## config.mk

```make
export PLATFORM = sky130hd
export DESIGN_NAME = redis_cache_reg_top
export DESIGN_NICKNAME = d
export VERILOG_FILES = /design/src/rtl/redis_cache_reg_top.sv
export SDC_FILE = /design/constraint.sdc
export NUM_CORES = 1
export LEC_CHECK = 0
export BUFFER_PORTS_ARGS = -buffer_cell sky130_fd_sc_hd__buf_2
export CAP_MARGIN = 25
export CELL_PAD_IN_SITES_DETAIL_PLACEMENT = 1
export CELL_PAD_IN_SITES_GLOBAL_PLACEMENT = 1
export CORE_ASPECT_RATIO = 0.75
export CORE_MARGIN = 2
export CORE_UTILIZATION = 40
export CTS_CLUSTER_DIAMETER = 30
export DETAILED_ROUTE_END_ITERATION = 12
export GPL_ROUTABILITY_DRIVEN = 0
export PLACE_DENSITY_LB_ADDON = 0.05
export SYNTH_ARGS = -nofsm -noshare
export SYNTH_HDL_FRONTEND = slang
export SYNTH_SLANG_ARGS = --single-unit
```

## constraint.sdc

```tcl
create_clock -name clk_i -period 3.5 [get_ports clk_i]
set_clock_uncertainty 0.2 [all_clocks]
set_input_delay 0.875 -clock clk_i [delete_from_list [all_inputs] [get_ports clk_i]]
set_output_delay 0.875 -clock clk_i [all_outputs]
set_load 0.02 [all_outputs]
```

## src/rtl/redis_cache_reg_top.sv

```systemverilog
// Redis cache host register block: DAT/KEY/CTR decode and busy/start handshake.
// Presents register state to the cache controller and absorbs its results.
package if_types_pkg;

    localparam int AddressBits = 4;

    typedef struct packed {
        logic [63:0] dat;
        logic [31:0] key;
        logic [2:0]  operation;
    } reg_read_t;

    typedef struct packed {
        logic        data_valid;
        logic [63:0] dat;
        logic        busy_valid;
        logic        busy;
        logic        operation_valid;
        logic [2:0]  operation;
    } reg_write_t;

endpackage

module redis_cache_reg_top
    import if_types_pkg::*;
#(
    parameter int AddrW = AddressBits
) (
    input  logic             clk_i,
    input  logic             rst_ni,
    input  logic             req_i,
    input  logic             we_i,
    input  logic [AddrW-1:0] addr_i,
    input  logic [31:0]      wdata_i,
    output logic             rvalid_o,
    output logic [31:0]      rdata_o,
    output logic             error_o,
    output reg_read_t        reg_read_o,
    output logic             start_o,
    input  reg_write_t       reg_write_i
);

    typedef enum logic [1:0] {
        REG_DAT_LO = 2'd0,
        REG_DAT_HI = 2'd1,
        REG_KEY    = 2'd2,
        REG_CTR    = 2'd3
    } reg_sel_e;

    logic [63:0] dat_q;
    logic [31:0] key_q;
    logic [2:0]  op_q;
    logic        busy_q;

    logic        rvalid_q;
    logic        error_q;
    logic [31:0] rdata_q;
    logic        start_q;

    logic [31:0] addr_ext;
    reg_sel_e    sel;
    logic        align_err;
    logic        range_err;
    logic        lock_err;
    logic        dec_err;
    logic        rd_acc;
    logic        wr_acc;
    logic        wr_dat_lo;
    logic        wr_dat_hi;
    logic        wr_key;
    logic        wr_ctr;
    logic        launch;
    logic [31:0] rd_mux;

    assign addr_ext = 32'(addr_i);
    assign sel      = reg_sel_e'(addr_i[3:2]);

    // Busy lockout uses the pre-update busy, so a same-cycle
    // controller completion still rejects the host write.
    always_comb begin
        align_err = 1'b0;
        range_err = 1'b0;
        lock_err  = 1'b0;
        align_err = (addr_i[1:0] != 2'b00);
        range_err = (addr_ext > 32'hC);
        lock_err  = we_i && busy_q;
        dec_err   = align_err || range_err || lock_err;
    end

    always_comb begin
        rd_acc    = 1'b0;
        wr_acc    = 1'b0;
        wr_dat_lo = 1'b0;
        wr_dat_hi = 1'b0;
        wr_key    = 1'b0;
        wr_ctr    = 1'b0;
        rd_acc    = req_i && !dec_err && !we_i;
        wr_acc    = req_i && !dec_err && we_i;
        unique case (sel)
            REG_DAT_LO: wr_dat_lo = wr_acc;
            REG_DAT_HI: wr_dat_hi = wr_acc;
            REG_KEY:    wr_key    = wr_acc;
            REG_CTR:    wr_ctr    = wr_acc;
            default:    wr_ctr    = 1'b0;
        endcase
        launch = wr_ctr && (wdata_i[3:1] != 3'b000);
    end

    always_comb begin
        rd_mux = '0;
        unique case (sel)
            REG_DAT_LO: rd_mux = dat_q[31:0];
            REG_DAT_HI: rd_mux = dat_q[63:32];
            REG_KEY:    rd_mux = key_q;
            REG_CTR:    rd_mux = {28'b0, op_q, busy_q};
            default:    rd_mux = '0;
        endcase
    end

    always_ff @(posedge clk_i or negedge rst_ni) begin
        if (!rst_ni) begin
            rvalid_q <= 1'b0;
            error_q  <= 1'b0;
            rdata_q  <= '0;
            start_q  <= 1'b0;
        end else begin
            rvalid_q <= req_i;
            error_q  <= req_i && dec_err;
            rdata_q  <= rd_acc ? rd_mux : 32'h0;
            start_q  <= launch;
        end
    end

    always_ff @(posedge clk_i or negedge rst_ni) begin
        if (!rst_ni) begin
            dat_q <= '0;
        end else if (reg_write_i.data_valid) begin
            dat_q <= reg_write_i.dat;
        end else if (wr_dat_lo) begin
            dat_q[31:0] <= wdata_i;
        end else if (wr_dat_hi) begin
            dat_q[63:32] <= wdata_i;
        end
    end

    always_ff @(posedge clk_i or negedge rst_ni) begin
        if (!rst_ni) begin
            key_q <= '0;
        end else if (wr_key) begin
            key_q <= wdata_i;
        end
    end

    // A CTR write with a zero operation clears it without launching.
    always_ff @(posedge clk_i or negedge rst_ni) begin
        if (!rst_ni) begin
            op_q   <= '0;
            busy_q <= 1'b0;
        end else begin
            if (reg_write_i.operation_valid) begin
                op_q <= reg_write_i.operation;
            end else if (wr_ctr) begin
                op_q <= wdata_i[3:1];
            end
            if (reg_write_i.busy_valid) begin
                busy_q <= reg_write_i.busy;
            end else if (launch) begin
                busy_q <= 1'b1;
            end
        end
    end

    assign rvalid_o             = rvalid_q;
    assign error_o              = error_q;
    assign rdata_o              = rdata_q;
    assign start_o              = start_q;
    assign reg_read_o.dat       = dat_q;
    assign reg_read_o.key       = key_q;
    assign reg_read_o.operation = op_q;

endmodule

```

==> run summary <==
The run finished with clean final reports. Of the synthesized area, sequential elements account for about 50%. The number of DRC violations after detailed-routing iteration 0 is between 200 and 300. The final cell utilization of the core is a little over half.

The standby leakage power is about 4.2 nW. The detailed-route via count is approximately 6200. The total instance count after detailed placement came out at 1081.

The number of clock sinks came out at between 100 and 150. The portion of total power attributed to the clock network came out at a little over two fifths. The endpoint identified for the worst register-to-register timing path is key_q[28]$_DFFE_PN0P_. The worst hold slack came out at roughly 0.22 ns. The initial antenna violation count is 2. For the worst setup path, the data arrival time is about 2.6 ns.

In this run the power spent charging and discharging nets is 1.309 mW. The global routing usage summed across all routing layers is between 20% and 30%. Dividing the detail-routed wire length by the instance count gives 21.84 µm. The level count of the clock H-tree came out at 4. Synthesis handed over a netlist of ~670 instances. The maximum VDD drop is between 0.3 and 0.4 mV. The slew at the pin with the worst max-slew slack came out at approximately 0.87 ns. In this run the count of I/O pins placed on the die edge is roughly 250. The synthesized flop and latch total is 135. The largest net degree at the start of global routing is 66. The worst pin sits at a relative slew slack of 42.17%. The setup violation total in the final timing report came out at 0. The accumulated negative setup slack came out at 0 ns.

The filler cell count in the final layout is approximately 1900. The finished layout cell area came out at just under 0.009 mm². For this run, the leading register cell type out of synthesis is sky130_fd_sc_hd__dfrtp_1.

The synthesized design contains 0 enable-type register cells. The maximum number of buffers from clock root to sink came out at 2. The finished layout holds about 1100 standard cells, fillers aside. The half-perimeter wire length after detailed placement is about 16000 µm.

The switching fraction of total power came out at between 20% and 30%. The wire length of the first global-routing pass is ~37000 µm. The number of nets with antenna violations after detailed routing came out at 0. The number of setup buffers added after CTS is 0.

The number of hold-slack violations in the final timing report is 0. The total congestion overflow came out at 0. The clock period minus worst slack is 2.531 ns. The cell area after synthesis came out at about 0.0067 mm². The clock-pin slew reported for the worst setup and hold paths after clock tree synthesis came out at 0.06 ns. The number of buffers inserted for hold repair after clock tree synthesis is 0. The count of nets after finishing came out at around 1000. The kind of end point of the critical path is a flip-flop. Timing would allow up to just under 400 MHz. The ratio of final minimum period to clock period is between 70 and 80%. The share of cells above drive strength 1 is a little under two fifths. The floorplan step set the die width to 153.9 µm. The areal power density over the cells came out at between 500 and 600 mW/mm². In this run, CTS created clock tree buffers numbering 17. The total area inside the core boundary comes to 0.01667 mm². The number of gates resized after CTS is 0. The number of nets produced by synthesis is between 700 and 800. The effective utilization at floorplan is between 40 and 50%. The worst reg-to-reg path cell count came out at 3. The worst setup path is launched from a primary input. The placed cell area came out at 0.008175 mm².

The fraction of power consumed by combinational cells is between 15 and 20%. Summed over all layers, the routed wires come to between 20000 and 25000 µm. The startpoint identified for the worst register-to-register timing path is busy_q$_DFFE_PN0P_. Setup repair after global routing left no endpoint under its margin. The count of port buffers added during placement came out at approximately 240. STA puts the critical path data required time at roughly 3.6 ns. In the routed design, unresolved DRC markers number 0. The clock root buffer is sky130_fd_sc_hd__clkbuf_16.

TritonCTS built the clock tree. The worst setup path category is in -> reg. Dividing the detail-routed via count by the number of cells gives 5.599.

The max-slew violation total from the final report came out at 0. The area growth from synthesis to layout is 30.67%. The share of synthesized flip-flops with an asynchronous set or reset came out at between 90% and 100%. The Yosys step of the flow raised 0 warnings. The part of the power in registers came out at about two fifths. The cell internal power dissipation is ~3.3 mW.

The post-synthesis area per instance came out at 10.11 µm². The maximum fanout along the worst path came out at 36. The reg-to-reg setup timing slack came out at roughly 1.2 ns. The number of optimization iterations in the first detailed-route pass came out at 4. The via count of the first global-routing pass was 6437.

The reported max-cap violation count came out at 0. The class of the worst hold path is in -> async. The floorplan step defined a die boundary enclosing 0.01793 mm². The vertical die dimension is 116.5 µm. The number of core rows is 41.

The clock insertion delay at the later pin of the skew report came out at roughly 0.42 ns. The number of distinct standard cells referenced by the synthesized netlist is 28.
==> cell type report <==
type / count / area, µm² / area share (%)
sequential: 135 / 3379 / 38.35
clock inverter: 13 / 205.2 / 2.329
multi-input combinational: 468 / 3117 / 35.37
timing repair buffer: 263 / 1410 / 16.00
antenna: 1 / 2.502 / 0.02840
tap: 215 / 269.0 / 3.053
clock buffer: 18 / 429.2 / 4.870
==> routing by layer <==
layer	global-route usage (%)	up-vias	share of wire, %
met3	5.455	30	6.7
met5	0	-	0.053
met4	9.034	2	1.7
met2	44.62	248	47
met1	37.25	3157	44
li1	-	2795	-
==> logic make-up after synthesis <==
group | after synthesis | share of synthesized area [%]
AND/OR/NAND/NOR | 173 | 17.44
AO/OA/AOI/OAI | 231 | 17.40
multiplexers | 64 | 10.84
flip-flops | 135 | 50.09
buffers and inverters | 64 | 4.230
==> sequential cells by signal, indices dropped and copies added, names as in the netlist <==
register  count
dat_q        64
error_o       1
rvalid_o      1
key_q        32
op_q          3
start_o       1
busy_q        1
rdata_o      32
==> layout by cell type (no fill, tap or decap), types with 2 or more instances in the layout <==
cell                         synthesis  final
sky130_fd_sc_hd__clkbuf_16           0     17
sky130_fd_sc_hd__buf_2               2    242
sky130_fd_sc_hd__mux4_2              4      4
sky130_fd_sc_hd__nor3_1              2      2
sky130_fd_sc_hd__buf_12              0      3
sky130_fd_sc_hd__o21ai_1             4      4
sky130_fd_sc_hd__mux2i_1            28     28
sky130_fd_sc_hd__buf_4               3     17
sky130_fd_sc_hd__a21oi_1           159    159
sky130_fd_sc_hd__clkinv_2            0      3
sky130_fd_sc_hd__nand2_1            28     28
sky130_fd_sc_hd__bufinv_16           0      5
sky130_fd_sc_hd__a41oi_1             3      3
sky130_fd_sc_hd__mux2_1             32     32
sky130_fd_sc_hd__clkinvlp_4          0      3
sky130_fd_sc_hd__clkinv_4            0      2
sky130_fd_sc_hd__dfrtp_1           135    134
sky130_fd_sc_hd__nor4bb_1           33     32
sky130_fd_sc_hd__o21ai_0            63     63
sky130_fd_sc_hd__or2_2              28     28
sky130_fd_sc_hd__nor2b_1            74     73
==> critical path, stage by stage <==
cell                      delay [ns]
sky130_fd_sc_hd__buf_2          0.32
sky130_fd_sc_hd__or3b_2         0.78
sky130_fd_sc_hd__buf_12         0.28
sky130_fd_sc_hd__o21ai_0        0.22
sky130_fd_sc_hd__a21oi_1        0.12
==> worst max-delay path by stage <==
| stage | endpoint | start | slack [ns] | depth (start not counted) |
|---|---|---|---|---|
| floorplan | key_q[10]$_DFFE_PN0P_ | addr_i[2] | 0.98 | 5 |
| global placement | key_q[29]$_DFFE_PN0P_ | we_i | 0.63 | 4 |
| detailed placement | key_q[28]$_DFFE_PN0P_ | we_i | 0.50 | 4 |
| CTS | dat_q[21]$_DFFE_PN0P_ | we_i | 0.95 | 5 |
| global route | dat_q[21]$_DFFE_PN0P_ | we_i | 0.87 | 5 |
| finish | dat_q[21]$_DFFE_PN0P_ | we_i | 0.97 | 5 |
==> stage by stage <==
stage | setup WS (ns) | power, mW
final | 0.9689 | 4.566
after global placement | 0.6288 | 2.608
after global routing | 0.8699 | 4.741
after detailed placement | 0.4951 | 2.636
after floorplan | 0.9817 | 2.258
after CTS | 0.9519 | 4.597
==> synthesized netlist by cell type, drive strengths merged, types with 2 or more instances <==
cell type	n	area, µm²
clkbuf	55	207.7
buf	9	77.57
nand2	28	105.1
a41oi	3	26.28
o21ai	67	335.3
nor2b	74	462.9
nor4bb	33	330.3
a21oi	159	795.8
or2	28	175.2
mux2i	28	280.3
dfrtp	135	3378
mux4	4	90.09
nor3	2	10.01
mux2	32	360.4
or4b	2	23.77
==> power groups by stage <==
stage / Sequential (mW) / Combinational (mW) / Clock [mW]
final: 1.81 / 0.805 / 1.95
after global routing: 1.83 / 0.872 / 2.04
after detailed placement: 1.83 / 0.804 / 0
after global placement: 1.82 / 0.785 / 0
after CTS: 1.81 / 0.810 / 1.98
after floorplan: 1.95 / 0.304 / 0
Power figures use the tool's default switching activity.
